==> config.mk <==
export PLATFORM = sky130hd
export DESIGN_NAME = mmu_tlb
export DESIGN_NICKNAME = d
export VERILOG_FILES = /design/src/rtl/mmu_tlb.sv
export SDC_FILE = /design/constraint.sdc
export NUM_CORES = 2
export LEC_CHECK = 0
export CAP_MARGIN = 20
export CORE_ASPECT_RATIO = 0.7
export CORE_MARGIN = 2
export CORE_UTILIZATION = 40
export CTS_CLUSTER_DIAMETER = 150
export DETAILED_ROUTE_END_ITERATION = 6
export SLEW_MARGIN = 0
export SYNTH_ARGS = -nofsm -noshare
export SYNTH_HDL_FRONTEND = slang
export SYNTH_SLANG_ARGS = --single-unit
export TNS_END_PERCENT = 100
==> constraint.sdc <==
create_clock -name clk -period 11.45 [get_ports clk]
set_input_delay 2.29 -clock clk [delete_from_list [all_inputs] [get_ports clk]]
set_output_delay 2.29 -clock clk [all_outputs]
set_load 0.01 [all_outputs]
==> src/rtl/mmu_tlb.sv <==
// Fully associative MIPS-style joint TLB with 4 KB even/odd page pairs.
//
// Lookup side: combinational match on lookup_* inputs, results registered, so
// every request gets its answer (lookup_ack plus paddr/flags) on the next cycle.
// Op side: CP0 TLBR/TLBWI/TLBWR/TLBP run through a three-state sequencer
// (IDLE -> EXEC -> DONE). The entry array and result registers update at the
// EXEC clock edge; op_done pulses in DONE.
//
// Ports:
//   clk, rst                        clock, synchronous active-high reset
//   lookup_req/vaddr/store/asid     translation request
//   lookup_ack/paddr/uncached       registered translation response
//   lookup_miss/invalid/modified    registered exception flags (at most one set)
//   op_valid/op_code/op_ready       CP0 TLB instruction handshake
//   op_done                         one-cycle completion pulse
//   entryhi_in/entrylo0_in/entrylo1_in/index_in  CP0 operands, latched at accept
//   wired_in                        Wired register, lower bound for Random
//   entryhi_out/entrylo0_out/entrylo1_out        TLBR results
//   index_out                       TLBP result (bit 31 set on probe miss)
//   random_out                      current Random register
module mmu_tlb #(
  parameter int unsigned NUM_ENTRIES = 16,
  localparam int unsigned IW = $clog2(NUM_ENTRIES)
) (
  input  logic          clk,
  input  logic          rst,
  input  logic          lookup_req,
  input  logic [31:0]   lookup_vaddr,
  input  logic          lookup_store,
  input  logic [7:0]    lookup_asid,
  output logic          lookup_ack,
  output logic [31:0]   lookup_paddr,
  output logic          lookup_uncached,
  output logic          lookup_miss,
  output logic          lookup_invalid,
  output logic          lookup_modified,
  input  logic          op_valid,
  input  logic [1:0]    op_code,
  output logic          op_ready,
  output logic          op_done,
  input  logic [31:0]   entryhi_in,
  input  logic [31:0]   entrylo0_in,
  input  logic [31:0]   entrylo1_in,
  input  logic [IW-1:0] index_in,
  input  logic [IW-1:0] wired_in,
  output logic [31:0]   entryhi_out,
  output logic [31:0]   entrylo0_out,
  output logic [31:0]   entrylo1_out,
  output logic [31:0]   index_out,
  output logic [IW-1:0] random_out
);

  typedef enum logic [1:0] {StIdle, StExec, StDone} op_state_e;

  localparam logic [1:0] OpTlbr  = 2'b00;
  localparam logic [1:0] OpTlbwi = 2'b01;
  localparam logic [1:0] OpTlbwr = 2'b10;
  localparam logic [1:0] OpTlbp  = 2'b11;

  localparam logic [IW-1:0] LastIdx = IW'(NUM_ENTRIES - 1);

  // Entry array, one field per array so each half can be selected cheaply.
  logic [18:0]            vpn2_q [NUM_ENTRIES];
  logic [7:0]             asid_q [NUM_ENTRIES];
  logic [19:0]            pfn0_q [NUM_ENTRIES];
  logic [19:0]            pfn1_q [NUM_ENTRIES];
  logic [2:0]             c0_q   [NUM_ENTRIES];
  logic [2:0]             c1_q   [NUM_ENTRIES];
  logic [NUM_ENTRIES-1:0] g_q, d0_q, v0_q, d1_q, v1_q;

  // Operands captured at accept.
  logic [1:0]    op_code_q;
  logic [18:0]   op_vpn2_q;
  logic [7:0]    op_asid_q;
  logic [25:0]   op_lo0_q;
  logic [25:0]   op_lo1_q;
  logic [IW-1:0] op_index_q;
  logic [IW-1:0] op_rand_q;

  op_state_e     state_q, state_d;
  logic [IW-1:0] random_q, random_d;
  logic          op_accept;

  // Registered lookup response.
  logic        ack_q, unc_q, miss_q, inv_q, mod_q;
  logic [31:0] paddr_q;
  logic        unc_d, miss_d, inv_d, mod_d;
  logic [31:0] paddr_d;

  // Registered op results.
  logic [31:0] ehi_q, elo0_q, elo1_q, index_q;

  // Bits of the CP0 operands the TLB has no field for.
  logic unused_operand_bits;
  assign unused_operand_bits = ^{entryhi_in[12:8], entrylo0_in[31:26], entrylo1_in[31:26]};

  function automatic logic [IW-1:0] lowest_set(input logic [NUM_ENTRIES-1:0] vec);
    lowest_set = '0;
    for (int i = int'(NUM_ENTRIES) - 1; i >= 0; i--) begin
      if (vec[i]) lowest_set = IW'(i);
    end
  endfunction

  // ---------------------------------------------------------------------------
  // Match vectors for the lookup port and for TLBP (latched EntryHi)
  // ---------------------------------------------------------------------------
  logic [NUM_ENTRIES-1:0] lk_match, pr_match;

  always_comb begin
    lk_match = '0;
    pr_match = '0;
    for (int i = 0; i < int'(NUM_ENTRIES); i++) begin
      lk_match[i] = (vpn2_q[i] == lookup_vaddr[31:13]) &&
                    (g_q[i] || (asid_q[i] == lookup_asid));
      pr_match[i] = (vpn2_q[i] == op_vpn2_q) && (g_q[i] || (asid_q[i] == op_asid_q));
    end
  end

  logic [IW-1:0] lk_idx, pr_idx;
  logic [19:0]   lk_pfn;
  logic [2:0]    lk_c;
  logic          lk_d, lk_v;

  assign lk_idx = lowest_set(lk_match);
  assign pr_idx = lowest_set(pr_match);

  // vaddr[12] picks the odd (EntryLo1) page of the pair.
  assign lk_pfn = lookup_vaddr[12] ? pfn1_q[lk_idx] : pfn0_q[lk_idx];
  assign lk_c   = lookup_vaddr[12] ? c1_q[lk_idx]   : c0_q[lk_idx];
  assign lk_d   = lookup_vaddr[12] ? d1_q[lk_idx]   : d0_q[lk_idx];
  assign lk_v   = lookup_vaddr[12] ? v1_q[lk_idx]   : v0_q[lk_idx];

  always_comb begin
    paddr_d = '0;
    unc_d   = 1'b0;
    miss_d  = 1'b0;
    inv_d   = 1'b0;
    mod_d   = 1'b0;
    if (lookup_req) begin
      if (lk_match == '0) begin
        miss_d = 1'b1;
      end else if (!lk_v) begin
        inv_d = 1'b1;
      end else if (lookup_store && !lk_d) begin
        mod_d = 1'b1;
      end else begin
        paddr_d = {lk_pfn, lookup_vaddr[11:0]};
        unc_d   = (lk_c == 3'b010);
      end
    end
  end

  // ---------------------------------------------------------------------------
  // Random: counts down, wrapping to the top once it reaches (or is below) Wired
  // ---------------------------------------------------------------------------
  always_comb begin
    if (wired_in >= random_q) begin
      random_d = LastIdx;
    end else begin
      random_d = random_q - IW'(1);
    end
  end

  // ---------------------------------------------------------------------------
  // Op sequencer
  // ---------------------------------------------------------------------------
  always_comb begin
    state_d  = state_q;
    op_ready = 1'b0;
    op_done  = 1'b0;
    unique case (state_q)
      StIdle: begin
        op_ready = !rst;
        if (op_valid && !rst) state_d = StExec;
      end
      StExec: state_d = StDone;
      StDone: begin
        // A reset landing in DONE kills the pulse.
        op_done = !rst;
        state_d = StIdle;
      end
      default: state_d = StIdle;
    endcase
  end

  assign op_accept = op_valid && op_ready;

  logic [IW-1:0] wr_idx;
  assign wr_idx = (op_code_q == OpTlbwi) ? op_index_q : op_rand_q;

  always_ff @(posedge clk) begin
    if (rst) begin
      state_q    <= StIdle;
      random_q   <= LastIdx;
      op_code_q  <= '0;
      op_vpn2_q  <= '0;
      op_asid_q  <= '0;
      op_lo0_q   <= '0;
      op_lo1_q   <= '0;
      op_index_q <= '0;
      op_rand_q  <= '0;
      ack_q      <= 1'b0;
      paddr_q    <= '0;
      unc_q      <= 1'b0;
      miss_q     <= 1'b0;
      inv_q      <= 1'b0;
      mod_q      <= 1'b0;
      ehi_q      <= '0;
      elo0_q     <= '0;
      elo1_q     <= '0;
      index_q    <= '0;
      g_q        <= '0;
      d0_q       <= '0;
      v0_q       <= '0;
      d1_q       <= '0;
      v1_q       <= '0;
      for (int i = 0; i < int'(NUM_ENTRIES); i++) begin
        vpn2_q[i] <= '0;
        asid_q[i] <= '0;
        pfn0_q[i] <= '0;
        pfn1_q[i] <= '0;
        c0_q[i]   <= '0;
        c1_q[i]   <= '0;
      end
    end else begin
      state_q  <= state_d;
      random_q <= random_d;

      ack_q   <= lookup_req;
      paddr_q <= paddr_d;
      unc_q   <= unc_d;
      miss_q  <= miss_d;
      inv_q   <= inv_d;
      mod_q   <= mod_d;

      if (op_accept) begin
        op_code_q  <= op_code;
        op_vpn2_q  <= entryhi_in[31:13];
        op_asid_q  <= entryhi_in[7:0];
        op_lo0_q   <= entrylo0_in[25:0];
        op_lo1_q   <= entrylo1_in[25:0];
        op_index_q <= index_in;
        // TLBWR targets the Random value seen in the accept cycle.
        op_rand_q  <= random_q;
      end

      if (state_q == StExec) begin
        unique case (op_code_q)
          OpTlbr: begin
            ehi_q  <= {vpn2_q[op_index_q], 5'b0, asid_q[op_index_q]};
            elo0_q <= {6'b0, pfn0_q[op_index_q], c0_q[op_index_q], d0_q[op_index_q],
                       v0_q[op_index_q], g_q[op_index_q]};
            elo1_q <= {6'b0, pfn1_q[op_index_q], c1_q[op_index_q], d1_q[op_index_q],
                       v1_q[op_index_q], g_q[op_index_q]};
          end
          OpTlbwi, OpTlbwr: begin
            vpn2_q[wr_idx] <= op_vpn2_q;
            asid_q[wr_idx] <= op_asid_q;
            g_q[wr_idx]    <= op_lo0_q[0] & op_lo1_q[0];
            pfn0_q[wr_idx] <= op_lo0_q[25:6];
            c0_q[wr_idx]   <= op_lo0_q[5:3];
            d0_q[wr_idx]   <= op_lo0_q[2];
            v0_q[wr_idx]   <= op_lo0_q[1];
            pfn1_q[wr_idx] <= op_lo1_q[25:6];
            c1_q[wr_idx]   <= op_lo1_q[5:3];
            d1_q[wr_idx]   <= op_lo1_q[2];
            v1_q[wr_idx]   <= op_lo1_q[1];
          end
          OpTlbp: begin
            if (pr_match != '0) begin
              index_q <= {{(32 - IW){1'b0}}, pr_idx};
            end else begin
              index_q <= 32'h8000_0000;
            end
          end
          default: ;
        endcase
      end
    end
  end

  assign lookup_ack      = ack_q;
  assign lookup_paddr    = paddr_q;
  assign lookup_uncached = unc_q;
  assign lookup_miss     = miss_q;
  assign lookup_invalid  = inv_q;
  assign lookup_modified = mod_q;
  assign entryhi_out     = ehi_q;
  assign entrylo0_out    = elo0_q;
  assign entrylo1_out    = elo1_q;
  assign index_out       = index_q;
  assign random_out      = random_q;

endmodule

-- After elaboration in Yosys (flattened, before gate mapping)
Memories as Yosys holds them, arrays and structs flattened. A register that Yosys moved wholly into a read port is not among the register bits.
Cells that the tools add are included.
- flip-flop bits (word level): 296
- bits in writable memories: 1168
- input bits: 151
- output and inout port bits: 171
- word-level logic and storage cells: 292
- memories: 6
- add/subtract/negate cells: 1
- order comparisons: 5
- eq/ne operators: 71
- multiplexer cells: 94
- bitwise gates (word level): 3
- reduce and logical (&&, ||, !) cells: 89
- memory list (memory ; depth ; width ; rd ports ; clocked after memory_dff ; wr ports ; line ; text):
    pfn0_q ; 16 ; 20 ; 2 ; 1 ; 16 ; 65 ; logic [19:0] pfn0_q [NUM_ENTRIES];
    pfn1_q ; 16 ; 20 ; 2 ; 1 ; 16 ; 66 ; logic [19:0] pfn1_q [NUM_ENTRIES];
    vpn2_q ; 16 ; 19 ; 17 ; 1 ; 16 ; 63 ; logic [18:0] vpn2_q [NUM_ENTRIES];
    asid_q ; 16 ; 8 ; 17 ; 1 ; 16 ; 64 ; logic [7:0] asid_q [NUM_ENTRIES];
    c0_q ; 16 ; 3 ; 2 ; 1 ; 16 ; 67 ; logic [2:0] c0_q [NUM_ENTRIES];
    c1_q ; 16 ; 3 ; 2 ; 1 ; 16 ; 68 ; logic [2:0] c1_q [NUM_ENTRIES];
- operators by type and width (operator ; count):
    == test 19 bit ; 32
    == test 8 bit ; 32
    two-way mux 4 bit ; 39
    bitwise mux 16 bit ; 5
    two-way mux 20 bit ; 3
    OR reduction 20 bit ; 2
    binary-select mux 1 bit (select 4 bit) ; 9
    logical AND 1 bit ; 36
    logical OR 1 bit ; 32
    two-way mux 32 bit ; 1
    two-way mux 1 bit ; 29
    two-way mux 19 bit ; 1
    OR reduction 19 bit ; 1
    logical NOT 16 bit ; 1
    nonzero test 16 bit ; 1
    < comparator 4 x 5 -> 1 bit (second input constant) ; 3
    two-way mux 3 bit ; 3
    OR reduction 3 bit ; 3
    two-way mux 8 bit ; 1
    OR reduction 8 bit ; 1
    == test 2 bit (second input constant) ; 3
    AND reduction 2 bit ; 3
    OR reduction 2 bit ; 3
    OR reduction 5 bit ; 1
    other kinds (14) ; 18

-- Longest topological paths before layout
An unclocked memory read counts as a cell.
- depth in word-level cells: 26
- gate-level depth with buffers: 18
- gate-level depth less buffers: 13

-- Worst setup path after synthesis
No wires, ideal clock.
- kind: input port to flip-flop
- start: input port lookup_vaddr[14]
- end: register paddr_q[18], in the netlist lookup_paddr[18]
- library setup time: 0.122 ns
- arrival: 5.702 ns
- data required time: 11.328 ns
- slack: 5.627 ns
- stages on the path: 16
- buffers on the path: 5
- cells stage by stage: buf_2 > buf_2 > xnor2_1 > nand3_1 > or4_4 > a211oi_2 > o2111ai_1 > a311o_1 > buf_4 > mux2i_1 > o22ai_1 > o21ai_1 > or4_1 > buf_2 > buf_2 > o311a_1
- word-level cells in the longest chain between the ends: 24
- elaborated cells between the ends (all ways): 66
- those cells by class: eq/ne: 16; mux: 27; bitwise: 1; reduce/logical: 20; memory: 2
- ends and longest elaborated chain (what ; line ; text):
    start, declared ; 28 ; input logic [31:0] lookup_vaddr,
    == test 19 bit ; 113 ; lk_match[i] = (vpn2_q[i] == lookup_vaddr[31:13]) &&
    logical AND 1 bit ; 113 ;
    two-way mux 4 bit (16 in a row) ; 100 ; if (vec[i]) lowest_set = IW'(i);
    binary-select mux 1 bit (select 4 bit) ; 130 ; assign lk_d = lookup_vaddr[12] ? d1_q[lk_idx] : d0_q[lk_idx];
    two-way mux 1 bit (not written as such) ; 130 ;
    two-way mux 1 bit ; 130 ;
    logical NOT 1 bit ; 144 ; end else if (lookup_store && !lk_d) begin
    logical AND 1 bit ; 144 ;
    OR reduction 5 bit (no line) ; n/a ;
    end signal, assigned ; 230 ; paddr_q <= paddr_d;
    end, declared ; 86 ; logic [31:0] paddr_q;
Parallel ways exist; a longest one is shown, timed or not. The select of a mux whose other input is x is not followed.
A chain may end at the register's enable or synchronous reset.

-- Final worst setup path
- start: input port lookup_vaddr[17]
- end: register paddr_q[17], in the netlist lookup_paddr[17]
Same word-level chain as after synthesis.

==> flow_summary.yaml <==
floorplanning:
  row_count: 137
  start_util: 0.402
  core_um2: 199000
  io_pins: 322
  die_h_um: 378
  dieWidth_um: 538
  dieArea_um2: 203000
worst_setup_path:
  critPathRequiredTime_ns: 12.20
  endpoint_kind: "flip-flop"
  worst-setup-path-type: "primary input to flip-flop"
  worstPathMaxFanout: 104
  ff2ff_setup_slack_ns: 4.61
  startpoint_type: "primary input"
  cp.arrival_ns: 9.65
clocking:
  cts_root_buf: "clkbuf_16"
  cts_tree: "yes"
  cts_buffers: 152
  hold_buffers: 0
  cts.sinks: 1463
  clock_latency_ns: 0.85
  postCtsSetupRepairBufs: 0
  path_clk_slew_ns: 0.06
  cts_max_level: 4
  cts_repair_resize_count: 0
  max-clock-path-buffers: 3
global_route:
  grt_usage: 0.305
  grt_max_degree: 123
  grt_overflow: 0
  grt_pass1_wl_um: 438000
  antenna_found_initial: 20
  grt_pass1_vias: 55500
power:
  p_comb_frac: 0.097
  vdd_drop_max_v: 0.000110
  leakage_nw: 33.5
  p_switching_mw: 3.29
  netSwitchingFraction: 0.262
  internal_power_mw: 9.28
  powerDensity_nw_per_um2: 140
  power_frac_seq: 0.486
  p_clk_frac: 0.417
detailed_routing:
  drc: 0
  antenna_left: 0
  wl_um: 315000
  drt_iter0_drc: 10100
  first_pass_iters: 6
  vias: 58300
  viasPerCell: 6.34
  post_drt_wl_per_cell_um: 34.2
timing:
  post-route-period-util: 0.777
  fin_skew_ns: 0.0499
  setup_viol: 0
  worst_pin_slew_ns: 1.26
  setup_slack_ns: 2.55
  clock.fmax_mhz: 112
  relSlewSlack: 0.162
  maxSlewViolCount: 0
  rsz0062_at_grt: "no"
  fin_crit_ns: 8.90
  hold_violations: 0
  tns_ns: 0
synth:
  syn_area_um2: 79900
  ys.flop_type: "edfxtp_1"
  ys_types: 74
  syn_inst: 6522
  syn_area_per_cell_um2: 12.2
  ys_seq_elements: 1463
  synth_edf_count: 1168
  synth_warnings: 0
  seq_area_frac_synth: 0.513
  async_reset_ff_frac: 0
place:
  port_buffers: 260
  post-place-ws_ns: 2.23
  hpwl_um: 193000
  place_congestion: 0.987
job:
  drv_cap: 0
hold_path:
  worst_hold_path_type: "flip-flop to flip-flop"
layout:
  final_cell_mix: "edfxtp_1 (1168), and2_1 (812), xor2_1 (758)"
  drive_gt1_frac: 0.134
  final_common_cell: "edfxtp_1"
  layout.nets: 6594
  area_growth_pct: 12.1
status:
  status: "finished clean"
==> power by group through the flow <==
stage | logic [mW] | registers [mW] | clock network (mW)
4_1_cts | 1.19 | 6.09 | 5.27
2_1_floorplan | 0.723 | 6.11 | 0
5_1_grt | 1.26 | 6.12 | 5.48
3_3_place_gp | 1.18 | 6.20 | 0
3_5_place_dp | 1.18 | 6.21 | 0
6_report | 1.22 | 6.10 | 5.24
==> per-stage QoR <==
step	cells	hold WS, ns	instance area [um^2]	power (mW)	utilization
after CTS	9200	0.456	89500	12.5	0.450
after global placement	8918	0.445	84300	7.38	0.424
after floorplan	6565	0.451	80000	6.84	-
after detailed placement	8918	0.448	84300	7.39	0.424
final	9208	0.454	89500	12.6	0.450
after global routing	9204	0.471	89500	12.9	0.450
==> final timing paths <==
check,startpoint,endpoint,cells after the start
setup / recovery,lookup_vaddr[17],lookup_paddr[17],14
hold / removal,entrylo0_out[21],entrylo0_out[21],2
setup reg to reg,vpn2_q[1][18],lookup_paddr[17],12
hold reg to reg,entrylo0_out[21],entrylo0_out[21],2
==> cells by family (layout without fill, tap and decap cells) <==
kind of cell | count (synthesis) | count (layout) | synth area share
AND/OR/NAND/NOR | 2187 | 2187 | 0.155
buffers and inverters | 742 | 740 | 0.0410
other | 1 | 48 | 0.0000470
flip-flops | 1463 | 1463 | 0.513
multiplexers | 577 | 577 | 0.134
adder cells (fa/ha/maj) | 8 | 8 | 0.00125
AO/OA/AOI/OAI | 678 | 678 | 0.0611
XOR/XNOR | 866 | 866 | 0.0950
==> state kept, by name, indices dropped and copies added, names as in the netlist, 4 cells and up <==
| name | count |
|---|---|
| asid_q | 128 |
| c0_q | 48 |
| c1_q | 48 |
| d0_q | 16 |
| d1_q | 16 |
| entryhi_out | 27 |
| entrylo0_out | 25 |
| entrylo1_out | 26 |
| g_q | 16 |
| index_out | 5 |
| lookup_paddr | 32 |
| op_asid_q | 8 |
| op_index_q | 4 |
| op_lo0_q | 26 |
| op_lo1_q | 26 |
| op_rand_q | 4 |
| op_vpn2_q | 19 |
| pfn0_q | 320 |
| pfn1_q | 320 |
| random_out | 4 |
| v0_q | 16 |
| v1_q | 16 |
| vpn2_q | 304 |
==> Yosys cell counts (43+ instances only) <==
cell type | count | share of area
a221o_1 | 75 | 0.0094
dfxtp_1 | 295 | 0.074
a211oi_1 | 43 | 0.0040
buf_4 | 69 | 0.0065
nor3_1 | 50 | 0.0031
mux2i_1 | 163 | 0.020
a221oi_1 | 62 | 0.0068
nor2_1 | 64 | 0.0030
buf_1 | 60 | 0.0028
nand2_1 | 451 | 0.021
o21ai_0 | 53 | 0.0033
nand3_1 | 52 | 0.0033
a21oi_1 | 241 | 0.015
clkbuf_1 | 491 | 0.023
xnor2_1 | 108 | 0.012
and2_1 | 813 | 0.064
mux4_2 | 390 | 0.11
buf_2 | 63 | 0.0039
and3_1 | 384 | 0.030
nor4_1 | 267 | 0.021
xor2_1 | 758 | 0.083
edfxtp_1 | 1168 | 0.44
a22o_1 | 61 | 0.0067
==> cell type report <==
type / count / area, um^2
diodes: 4 / 10.0
clock buffers: 225 / 4530
clock inverters: 57 / 637
fillers: 17900 / 109000
inverters: 39 / 194
multi-input cells: 4360 / 36000
flip-flops and latches: 1463 / 41000
well taps: 2641 / 3300
repair buffers: 419 / 3930
==> metal layers <==
layer / routed length, um / vias to the layer above / track usage
met5: 20 / - / 0
li1: - / 23900 / -
met4: 9020 / 4 / 0.0804
met2: 128000 / 4319 / 0.421
met1: 131000 / 29600 / 0.445
met3: 46900 / 531 / 0.114
==> worst max-delay path, stage by stage <==
cell	delay, ns
clkdlybuf4s50_1	0.87
buf_4	0.40
xor2_1	0.11
nor4_1	0.80
nand4_1	0.60
nor3_1	0.71
nor2b_1	0.40
a311o_2	0.49
buf_12	0.54
buf_4	0.86
mux2i_1	0.19
a221o_1	0.38
a211oi_1	0.54
o311a_1	0.24
Note: power is estimated with default switching activity, not from simulation.
